<file path="src/rtl/uart_rx.sv">
// -----------------------------------------------------------------------------
// uart_rx : oversampling UART receiver, front stage of the UART-ALU path.
//
// The asynchronous line is brought into the i_clk domain through a 2-flop
// synchronizer. An IDLE/START/DATA/STOP state machine, advanced by the shared
// oversample strobe i_tick, then deframes LSB-first characters. A receiver
// that is running but sees no ticks stays in its current state.
//
// Optional feature, enabled by defining UART_RX_PARITY_EN:
//   adds a PARITY state between DATA and STOP (even parity over data + parity
//   bit) and the o_parity_err output.
//
// Parameters:
//   NB_DATA      data bits per character, LSB first
//   N_OVERSAMPLE i_tick pulses per bit period (power of two, >= 8)
//   SB_TICK      i_tick pulses spanning the stop bit (16/24/32)
//
// Ports:
//   i_clk        system clock
//   i_reset      synchronous, active-high reset
//   i_rx         asynchronous serial line, idles high
//   i_tick       oversample enable, one i_clk wide
//   o_rx_data    last received byte, held between done pulses
//   o_rx_done    one-cycle strobe, o_rx_data valid
//   o_frame_err  one-cycle strobe with o_rx_done when the stop bit sampled low
//   o_parity_err one-cycle strobe with o_rx_done on parity mismatch
//                (UART_RX_PARITY_EN only)
// -----------------------------------------------------------------------------
module uart_rx #(
  parameter int NB_DATA      = 8,
  parameter int N_OVERSAMPLE = 16,
  parameter int SB_TICK      = 16
) (
  input  logic               i_clk,
  input  logic               i_reset,
  input  logic               i_rx,
  input  logic               i_tick,
  output logic [NB_DATA-1:0] o_rx_data,
  output logic               o_rx_done,
  output logic               o_frame_err
`ifdef UART_RX_PARITY_EN
  ,
  output logic               o_parity_err
`endif
);

  localparam int TICK_MAX = (N_OVERSAMPLE > SB_TICK) ? N_OVERSAMPLE : SB_TICK;
  localparam int TW       = $clog2(TICK_MAX);
  localparam int BW       = $clog2(NB_DATA) + 1;

  // Tick-count values at which each state acts. The start bit is checked at
  // its middle; every later sample is one full bit period after the previous
  // one, so all samples land mid-bit.
  localparam logic [TW-1:0] MID_START = TW'(N_OVERSAMPLE / 2 - 1);
  localparam logic [TW-1:0] BIT_END   = TW'(N_OVERSAMPLE - 1);
  localparam logic [TW-1:0] STOP_END  = TW'(SB_TICK - 1);
  localparam logic [BW-1:0] LAST_BIT  = BW'(NB_DATA - 1);

`ifdef UART_RX_PARITY_EN
  typedef enum logic [2:0] {IDLE, START, DATA, PARITY, STOP} state_t;
`else
  typedef enum logic [1:0] {IDLE, START, DATA, STOP} state_t;
`endif

  state_t               state, state_n;
  logic [TW-1:0]        tick_cnt, tick_n;
  logic [BW-1:0]        bit_cnt, bit_n;
  logic [NB_DATA-1:0]   shift_reg, shift_n;
  logic [NB_DATA-1:0]   data_n;
  logic                 done_n;
  logic                 ferr_n;
  logic                 rx_meta, rx_s;
`ifdef UART_RX_PARITY_EN
  logic                 parity_bit, parity_n;
  logic                 perr_n;
`endif

  // ---------------------------------------------------------------------------
  // Line synchronizer. Both flops reset to the idle level so that reset does
  // not look like a start edge.
  // ---------------------------------------------------------------------------
  always_ff @(posedge i_clk) begin
    // NOTE: sequential state uses non-blocking assignments so every flop
    // samples the pre-edge value; rx_s gets the old rx_meta, not the new one.
    if (i_reset) begin
      rx_meta <= 1'b1;
      rx_s    <= 1'b1;
    end else begin
      rx_meta <= i_rx;
      rx_s    <= rx_meta;
    end
  end

  // ---------------------------------------------------------------------------
  // State and datapath registers.
  // ---------------------------------------------------------------------------
  always_ff @(posedge i_clk) begin
    // NOTE: the shift register is ordinary flops, so it is reset along with
    // the rest of the state; a reset mid-character discards the partial byte.
    if (i_reset) begin
      state       <= IDLE;
      tick_cnt    <= '0;
      bit_cnt     <= '0;
      shift_reg   <= '0;
      o_rx_data   <= '0;
      o_rx_done   <= 1'b0;
      o_frame_err <= 1'b0;
`ifdef UART_RX_PARITY_EN
      parity_bit   <= 1'b0;
      o_parity_err <= 1'b0;
`endif
    end else begin
      state       <= state_n;
      tick_cnt    <= tick_n;
      bit_cnt     <= bit_n;
      shift_reg   <= shift_n;
      o_rx_data   <= data_n;
      o_rx_done   <= done_n;
      o_frame_err <= ferr_n;
`ifdef UART_RX_PARITY_EN
      parity_bit   <= parity_n;
      o_parity_err <= perr_n;
`endif
    end
  end

  // ---------------------------------------------------------------------------
  // Next-state and output logic.
  // ---------------------------------------------------------------------------
  always_comb begin
    // NOTE: every signal gets a hold/idle default before the case statement,
    // so no path leaves one unassigned and no latch is inferred.
    state_n = state;
    tick_n  = tick_cnt;
    bit_n   = bit_cnt;
    shift_n = shift_reg;
    data_n  = o_rx_data;
    done_n  = 1'b0;
    ferr_n  = 1'b0;
`ifdef UART_RX_PARITY_EN
    parity_n = parity_bit;
    perr_n   = 1'b0;
`endif

    unique case (state)
      IDLE: begin
        // Start edge is taken on any clock; ticks only pace the later states.
        if (!rx_s) begin
          state_n = START;
          tick_n  = '0;
        end
      end

      START: begin
        if (i_tick) begin
          if (tick_cnt == MID_START) begin
            if (!rx_s) begin
              state_n = DATA;
              tick_n  = '0;
              bit_n   = '0;
            end else begin
              // Line went back high before mid start bit: a glitch.
              state_n = IDLE;
            end
          end else begin
            tick_n = tick_cnt + TW'(1);
          end
        end
      end

      DATA: begin
        if (i_tick) begin
          if (tick_cnt == BIT_END) begin
            tick_n  = '0;
            // Shift right, new bit enters at the MSB: the first (LSB) bit
            // ends up in bit 0 after NB_DATA samples.
            shift_n = {rx_s, shift_reg[NB_DATA-1:1]};
            bit_n   = bit_cnt + BW'(1);
            if (bit_cnt == LAST_BIT) begin
`ifdef UART_RX_PARITY_EN
              state_n = PARITY;
`else
              state_n = STOP;
`endif
            end
          end else begin
            tick_n = tick_cnt + TW'(1);
          end
        end
      end

`ifdef UART_RX_PARITY_EN
      PARITY: begin
        if (i_tick) begin
          if (tick_cnt == BIT_END) begin
            tick_n   = '0;
            parity_n = rx_s;
            state_n  = STOP;
          end else begin
            tick_n = tick_cnt + TW'(1);
          end
        end
      end
`endif

      STOP: begin
        if (i_tick) begin
          if (tick_cnt == STOP_END) begin
            // The byte is delivered even on a framing/parity error.
            state_n = IDLE;
            data_n  = shift_reg;
            done_n  = 1'b1;
            ferr_n  = !rx_s;
`ifdef UART_RX_PARITY_EN
            // Even parity: total number of ones, parity bit included, is even.
            perr_n  = ^{shift_reg, parity_bit};
`endif
          end else begin
            tick_n = tick_cnt + TW'(1);
          end
        end
      end

      default: state_n = IDLE;
    endcase
  end

endmodule

</file>
<file path="config.mk">
export PLATFORM = sky130hd
export DESIGN_NAME = uart_rx
export DESIGN_NICKNAME = d
export VERILOG_FILES = /design/src/rtl/uart_rx.sv
export SDC_FILE = /design/constraint.sdc
export NUM_CORES = 1
export LEC_CHECK = 0
export ABC_AREA = 1
export CAP_MARGIN = 25
export CORE_MARGIN = 2
export CORE_UTILIZATION = 40
export DETAILED_ROUTE_END_ITERATION = 6
export GPL_TIMING_DRIVEN = 0
export SETUP_SLACK_MARGIN = 0.1
export SKIP_LAST_GASP = 1
export SLEW_MARGIN = 20
export SYNTH_ARGS = -nofsm -noshare
export SYNTH_HDL_FRONTEND = slang
export SYNTH_SLANG_ARGS = --single-unit
</file>
<file path="constraint.sdc">
create_clock -name i_clk -period 2.7 [get_ports i_clk]
set_clock_uncertainty 0.15 [all_clocks]
set_input_delay 0.54 -clock i_clk [delete_from_list [all_inputs] [get_ports i_clk]]
set_output_delay 0.54 -clock i_clk [all_outputs]
set_load 0.02 [all_outputs]
</file>
### Word level (Yosys, flattened, before mapping)

Index checks and enable logic that the tools add are counted.

| storage, ports and cells | value |
|---|---|
| register bits | 30 |
| input port bits | 4 |
| output and inout port bits | 10 |

| cells by class | value |
|---|---|
| add/sub/neg operators | 2 |
| equal/unequal tests | 16 |
| mux-type cells | 25 |
| bitwise operators | 3 |
| reductions and logical operators | 10 |

Operator list:

| operator | count |
|---|---|
| 4-bit 2-to-1 mux | 12 |
| 2-bit inequality test, second input constant | 10 |
| 2-bit 2-to-1 mux | 9 |
| 4-bit one-hot mux with 4 select lines | 1 |
| 4-bit by 1-bit adder with 4-bit output, second input constant | 2 |
| 4-bit by 3-bit equality test with 1-bit output, second input constant | 2 |
| 2-bit one-hot mux with 4 select lines | 1 |
| 4-bit one-hot mux with 2 select lines | 1 |
| 8-bit AND reduction | 1 |
| 3-bit AND reduction | 2 |
| 6-bit AND reduction | 1 |
| 2-bit equality test, second input constant | 2 |
| 4-bit equality test, second input constant | 1 |
| 4-bit AND reduction | 1 |
| 4-bit OR reduction | 1 |
| 1-bit NOT | 3 |
| 3-bit OR reduction | 1 |
| 2-bit by 1-bit equality test with 1-bit output, second input constant | 1 |
| 2-bit logical NOT | 1 |
| 2-bit nonzero test | 1 |
| 1-bit logical NOT | 1 |
| 1-bit 2-to-1 mux | 1 |

### Longest topological paths before layout

| depth | value |
|---|---|
| depth after elaboration | 5 |
| mapped depth | 10 |
| depth with buffers taken out | 9 |

### Worst setup path after synthesis

OpenSTA, ideal clock, no wires.

| timing | value |
|---|---|
| kind | register to register |
| from | reg tick_cnt[0] |
| to | reg o_rx_data[0] |
| setup time | 116 ps |
| data arrival time | 1203 ps |
| required time | 2434 ps |
| setup slack | 1232 ps |
| cell stages (with the launch flop) | 9 |
| path buffers | 0 |
| cells stage by stage | dfxtp_1 ha_1 nand3_4 clkinv_2 nand2_2 nor2_4 inv_4 nor2_1 nor2_1 |

| on the way | value |
|---|---|
| cells in the longest elaborated chain, start to end | 2 |

RTL lines:

| what | RTL line | text |
|---|---|---|
| start, declared | 66 | `logic [TW-1:0] tick_cnt, tick_n;` |
| start signal, assigned | 114 | `tick_cnt <= tick_n;` |
| 4-bit equality test | 208 | `if (tick_cnt == STOP_END) begin` |
| 3-bit AND reduction (no source line) | n/a |  |
| end signal, assigned | 117 | `o_rx_data <= data_n;` |
| end, declared | 38 | `output logic [NB_DATA-1:0] o_rx_data,` |

No other way between the ends.
A chain may end at the register's enable or synchronous reset.

### Worst setup path in the final report

| timing | value |
|---|---|
| from | reg o_rx_data[3] |
| to | out o_rx_data[3] |

No word-level cell between the ends.

==> reports/summary.log <==
INFO  pwr            power.internal=0.674mW
INFO  route          average_detailed_routed_wire_length_per_instance=10.9microns
INFO  sta            finalCriticalPeriod=1.97ns
INFO  min_path       hold_class=flop to flop
INFO  worst_setup_path worst-endpoint-arrival=1.28ns
INFO  floorplan      core_area=3310squm
INFO  pwr            worst_vdd_drop=0.324mV
INFO  placement      port_bufs=13
INFO  clock_network  clk_latency=0.33ns
INFO  synth          ys_seq_area_share=43.6%
INFO  global_route   global_route.overflow_total=0
INFO  floorplan      die-width=62.7microns
INFO  synth          synth_area=1380squm
INFO  clock_network  cts-resized-gates=0
INFO  route          router_iterations_before_antenna_repair=4
INFO  global_route   global_route_wire_length_before_repair=4870microns
INFO  pwr            power.share.switching=26.6%
INFO  worst_setup_path timing.critical_path.buf_inv=1
INFO  route          wl=2760microns
INFO  worst_setup_path start_kind=flop
INFO  pwr            p_clk_share=35.9%
INFO  placement      dpl.hpwl=1980microns
INFO  clock_network  tritoncts_clock_tree=done
INFO  sta            worstMarginPinSlew=0.543ns
INFO  floorplan      fp.dieH=62.7microns
INFO  clock_network  numCtsBuffers=5
INFO  clock_network  cts.sink_count=30
INFO  global_route   grt_pass1_vias=1158
INFO  sta            rsz0062_at_grt=false
INFO  synth          mappedNetlistNets=191
INFO  clock_network  cts_post_setup_buffers_inserted=0
INFO  route          detailedRoute.firstIterationViolations=45
INFO  sta            hold_viol=0
INFO  route          met2RoutedLength=1310microns
INFO  finish         nNetsFinal=211
INFO  route          via_density_per_instance=4.82
INFO  route          ant_nets=0
INFO  worst_setup_path r2r_setup_slack=0.99ns
INFO  clock_network  cts-root-buf=sky130_fd_sc_hd__clkbuf_4
INFO  pwr            power.net_switching=0.245mW
INFO  sta            final_max_slew_viol_count=0
INFO  clock_network  cts_hold_buffers=0
INFO  synth          synth-seq-cells=30
INFO  synth          synth_cell_types=27
INFO  synth          ys.warnings.count=0
INFO  finish         layout.cells.most_common=sky130_fd_sc_hd__nor2_1
INFO  worst_setup_path timing.critical_path.slowest_stage_cell=sky130_fd_sc_hd__clkdlybuf4s50_1
INFO  route          wl_met1=1300microns
INFO  pwr            power=0.918mW
INFO  worst_setup_path worst-path-max-fanout=2
INFO  floorplan      std_cell_rows=21
INFO  clock_network  cts_max_level=2
INFO  clock_network  clk_path_buf_depth=2
INFO  route          via_count=1214
INFO  finish         layout.cells.most_common_list=40 x sky130_fd_sc_hd__nor2_1, 30 x sky130_fd_sc_hd__dfxtp_1, 23 x sky130_fd_sc_hd__nand2_1
INFO  sta            maxClockFrequency=0.508GHz
INFO  global_route   number_of_antenna_violations_at_the_first_check_in_global_routing=0
INFO  synth          synth_area_per_cell=7.44squm
INFO  flow_run       drv.max_cap_violation_count=0
INFO  sta            relSlewSlack=63.8%
INFO  sta            timing.setup.tns=0ns
INFO  finish         syn2layout_area_growth=19.4%
INFO  worst_setup_path cp_peak_stage_delay=0.61ns
INFO  placement      rd_place_congestion=0.904
INFO  pwr            combinationalPowerShare=14.4%
INFO  pwr            cellLeakagePower=0.739nW
INFO  sta            timing.final.crit_share=72.9%
INFO  route          dr.max_layer_used=met4
INFO  floorplan      io_pins=14
INFO  synth          syn-instance-count=185
INFO  floorplan      floorplan.die_area=3930squm
INFO  pwr            power_density=559nW/um^2
INFO  route          detail_route.drc_violations=0
INFO  floorplan      floorplan.initialDensity=41.6%
INFO  route          met3_wirelength=116microns
INFO  worst_setup_path worstSetupPathType=flop to output port
INFO  pwr            sequentialPowerShare=49.6%
INFO  clock_network  clk_pin_slew_worst_paths=0.09ns
INFO  global_route   grt_use_total=15.6%
INFO  status         status=complete, no violations
INFO  global_route   largest_net_degree_at_the_start_of_global_routing=11
INFO  worst_setup_path critical-path-top-delay-family=buffers and inverters
INFO  finish         num_antenna_cells=0
INFO  finish         drive_gt1_share=15.5%
INFO  worst_setup_path worst-endpoint-required=2.01ns
INFO  sta            count_of_final_setup_violators=0
INFO  worst_setup_path cell_breakdown_of_the_critical_path=clkdlybuf4s50_1
INFO  worst_setup_path timing.critical_path.to_type=output port
## cell usage after synthesis
cell type,instances,share of area (%)
sky130_fd_sc_hd__nor2_1,40,11
sky130_fd_sc_hd__dfxtp_1,30,44
sky130_fd_sc_hd__nand2_1,23,6.3
sky130_fd_sc_hd__o21ai_0,17,6.2
sky130_fd_sc_hd__nand3_1,16,5.8
sky130_fd_sc_hd__inv_1,15,4.1
sky130_fd_sc_hd__a21oi_1,11,4.0
sky130_fd_sc_hd__nand2_2,4,1.8
sky130_fd_sc_hd__buf_2,2,0.73
sky130_fd_sc_hd__ha_1,2,1.8
sky130_fd_sc_hd__inv_2,2,0.55
sky130_fd_sc_hd__inv_4,2,0.91
sky130_fd_sc_hd__nand2_4,2,1.6
sky130_fd_sc_hd__nand4_1,2,0.91
sky130_fd_sc_hd__nor2_2,2,0.91
sky130_fd_sc_hd__nor2_4,2,1.6
sky130_fd_sc_hd__o21ai_1,2,0.73
sky130_fd_sc_hd__or2_2,2,0.91
sky130_fd_sc_hd__a21oi_2,1,0.64
sky130_fd_sc_hd__buf_6,1,0.82
sky130_fd_sc_hd__clkbuf_1,1,0.27
sky130_fd_sc_hd__clkinv_2,1,0.36
sky130_fd_sc_hd__nand3_4,1,1.3
sky130_fd_sc_hd__nor2_8,1,1.5
sky130_fd_sc_hd__nor3_1,1,0.36
sky130_fd_sc_hd__nor3_2,1,0.73
sky130_fd_sc_hd__xor2_1,1,0.64
## final timing paths
check | start | end | cells past startpoint
worst max register to register | tick_cnt[0]$_SDFFE_PP0P_ | o_rx_data[4]$_SDFFE_PP0P_ | 8
worst min register to register | rx_meta$_SDFF_PP1_ | rx_s$_SDFF_PP1_ | 1
worst min-delay path | rx_meta$_SDFF_PP1_ | rx_s$_SDFF_PP1_ | 1
worst max-delay path | o_rx_data[3]$_SDFFE_PP0P_ | o_rx_data[3] | 1
## metrics by stage
step / cells / utilization, % / instance area (sq um) / worst slack, ns / hold slack [ns]
floorplan: 185 / - / 1380 / 1.23 / 0.239
global placement: 244 / 47.2 / 1560 / 0.587 / 0.242
detailed placement: 244 / 47.2 / 1560 / 0.587 / 0.249
CTS: 252 / 49.6 / 1640 / 0.724 / 0.275
global route: 252 / 49.6 / 1640 / 0.682 / 0.293
finish: 252 / 49.6 / 1640 / 0.733 / 0.271
## power by group through the flow
stage                     Sequential [mW]  Clock [mW]  Combinational, mW
after detailed placement            0.466           0              0.132
final                               0.456       0.330              0.132
after global routing                0.457       0.363              0.150
after CTS                           0.456       0.338              0.133
after floorplan                     0.465           0              0.108
after global placement              0.466           0              0.132
## kinds of logic after synthesis
| logic type | Yosys count | share of synthesized area (%) |
|---|---|---|
| simple gates | 97 | 34.6 |
| compound gates | 31 | 11.5 |
| flops | 30 | 43.6 |
| buf+inv | 24 | 7.73 |
| fa+ha+maj | 2 | 1.82 |
| xor+xnor | 1 | 0.636 |
## metal layers
layer,GRT usage [%],vias to the layer above
met5,0,-
met4,5.00,0
met3,5.59,4
met2,26.6,25
met1,18.2,552
li1,-,633
## final cells by class
type | instances | area (sq um)
buffer | 4 | 25.0
clock buffer | 8 | 78.8
fill | 346 | 1670
inverter | 20 | 81.3
multi-input combinational | 131 | 669
sequential | 30 | 601
tap | 46 | 57.6
timing repair buffer | 13 | 130
No activity file was read; power rests on OpenSTA's default activity.
==> edit, RTL diff (config.mk and constraints unchanged) <==
The parameter `SB_TICK` goes from 16 to 8. Comments in the files are not updated.
--- a/src/rtl/uart_rx.sv
+++ b/src/rtl/uart_rx.sv
@@ -30,5 +30,5 @@
   parameter int NB_DATA      = 8,
   parameter int N_OVERSAMPLE = 16,
-  parameter int SB_TICK      = 16
+  parameter int SB_TICK      = 8
 ) (
   input  logic               i_clk,
Check against the original RTL: no difference found for any inputs over 10 cycles, from zero or initial values and one cycle with i_reset high; that may be too few to reach the edited logic, so the function may still have changed.
==> edit against the unedited design <==
Via count decreased by 5.3%; routed wire length decreased by 2.2%; critical path depth unchanged; total power decreased by 10%; design area decreased by 3.7%; sequential cell count unchanged; die area decreased by 2.7%; largest power group unchanged; setup slack improved by 0.0018 ns; combinational power decreased by 25%; core utilization increased by 0.94 points; area after synthesis decreased by 2.9%; clock power decreased by 17%.
==> edit: results (changes against the unedited design) <==
* Outcome: completed
* Synth Area in Adders at 0.01873 (+0.0005448)
* Met3 Use GR at 0.05797 (+0.002115)
* VDD IR max at 0.3120 mV (-3.8%)
* Vias in the first global route at 1074 (-7.3%)
* Global-route met1 utilization at 0.2242 (+0.04241)
* Met1 Wirelength at 1294 um (about the same)
* Synth Area in Compound Gates at 0.1161 (+0.0006503)
* DIE WIDTH at 61.80 um (-1.4%)
* Pre-CTS WS at 0.5891 ns (+0.002351 ns)
* Hpwl dp at 1964 um (-0.80%)
* Layout cell share with drive strength beyond 1 at 0.1726 (+0.01725)
* Clk buf depth at 2 (unchanged)
* Gpl congestion at 0.8431 (-6.8%)
* Wire length on met3 at 121 um (+4.3%)
* Most common cell after layout, fill and taps aside: nor2_1
* M2 GR Usage at 0.2722 (+0.006051)
* Slew headroom at 0.7005 (+0.06224)
* Clock Sinks at 30 (unchanged)
* Register area share after synthesis at 0.4494 (+0.01307)
* Detail-routed via count per cell at 4.772 (-0.95%)
* Number of port buffers at 13 (unchanged)
* Final #Nets at 202 (-4.3%)
* Top post-synthesis cells by area: dfxtp_1, nor2_1, nand2_1
* Post-Syn Instances at 176 (-4.9%)
* Post-Synth XOR/XNOR Area at 0.01311 (+0.006745)
* Top_reg_cell synth: dfxtp_1
* DR vias at 1150 (-5.3%)
* First-pass GRT wire length at 4781 um (-1.8%)
* Number of setup buffers added after CTS at 0 (unchanged)
* DR WL met2 at 1229 um (-6.2%)
* Placed Instances at 233 (-4.5%)
* Commonest cells in the netlist: nor2_1, dfxtp_1, nand2_1
* Lkg Pwr at 0.7176 nW (-2.9%)
* First DRT Iteration DRCs at 22 (-51%)
* GRT Overall Usage at 0.1739 (+0.01793)
* WL per Instance at 11.19 um (+2.3%)
* Crit path largest cell delay at 0.61 ns (about the same)
* Placed Area at 1521 um^2 (-2.7%)
-- edit: final timing paths --
| check | startpoint | to | slack [ns] | cells after the start |
|---|---|---|---|---|
| min | rx_meta | rx_s | 0.27 | 1 |
| max | o_rx_data[5] | o_rx_data[5] | 0.73 | 1 |
| min reg2reg | rx_meta | rx_s | 0.27 | 1 |
| max reg2reg | tick_cnt[0] | o_rx_data[3] | 0.98 | 8 |
-- edit: power by group --
part	leakage, nW	total [W]	switching, W	internal (W)
clock network	0.0353	0.000275	0.000149	0.000126
logic	0.440	0.0000989	0.0000665	0.0000324
registers	0.242	0.000453	0.00000416	0.000449
-- edit: layout make-up --
type	count	area, um^2
multi-input combinational	129	663.1
inverter	12	45.04
tap	44	55.05
clock inverter	1	5.005
timing repair buffer	13	130.1
fill	321	1546
sequential	30	600.6
clock buffer	7	55.05
buffer	5	27.53
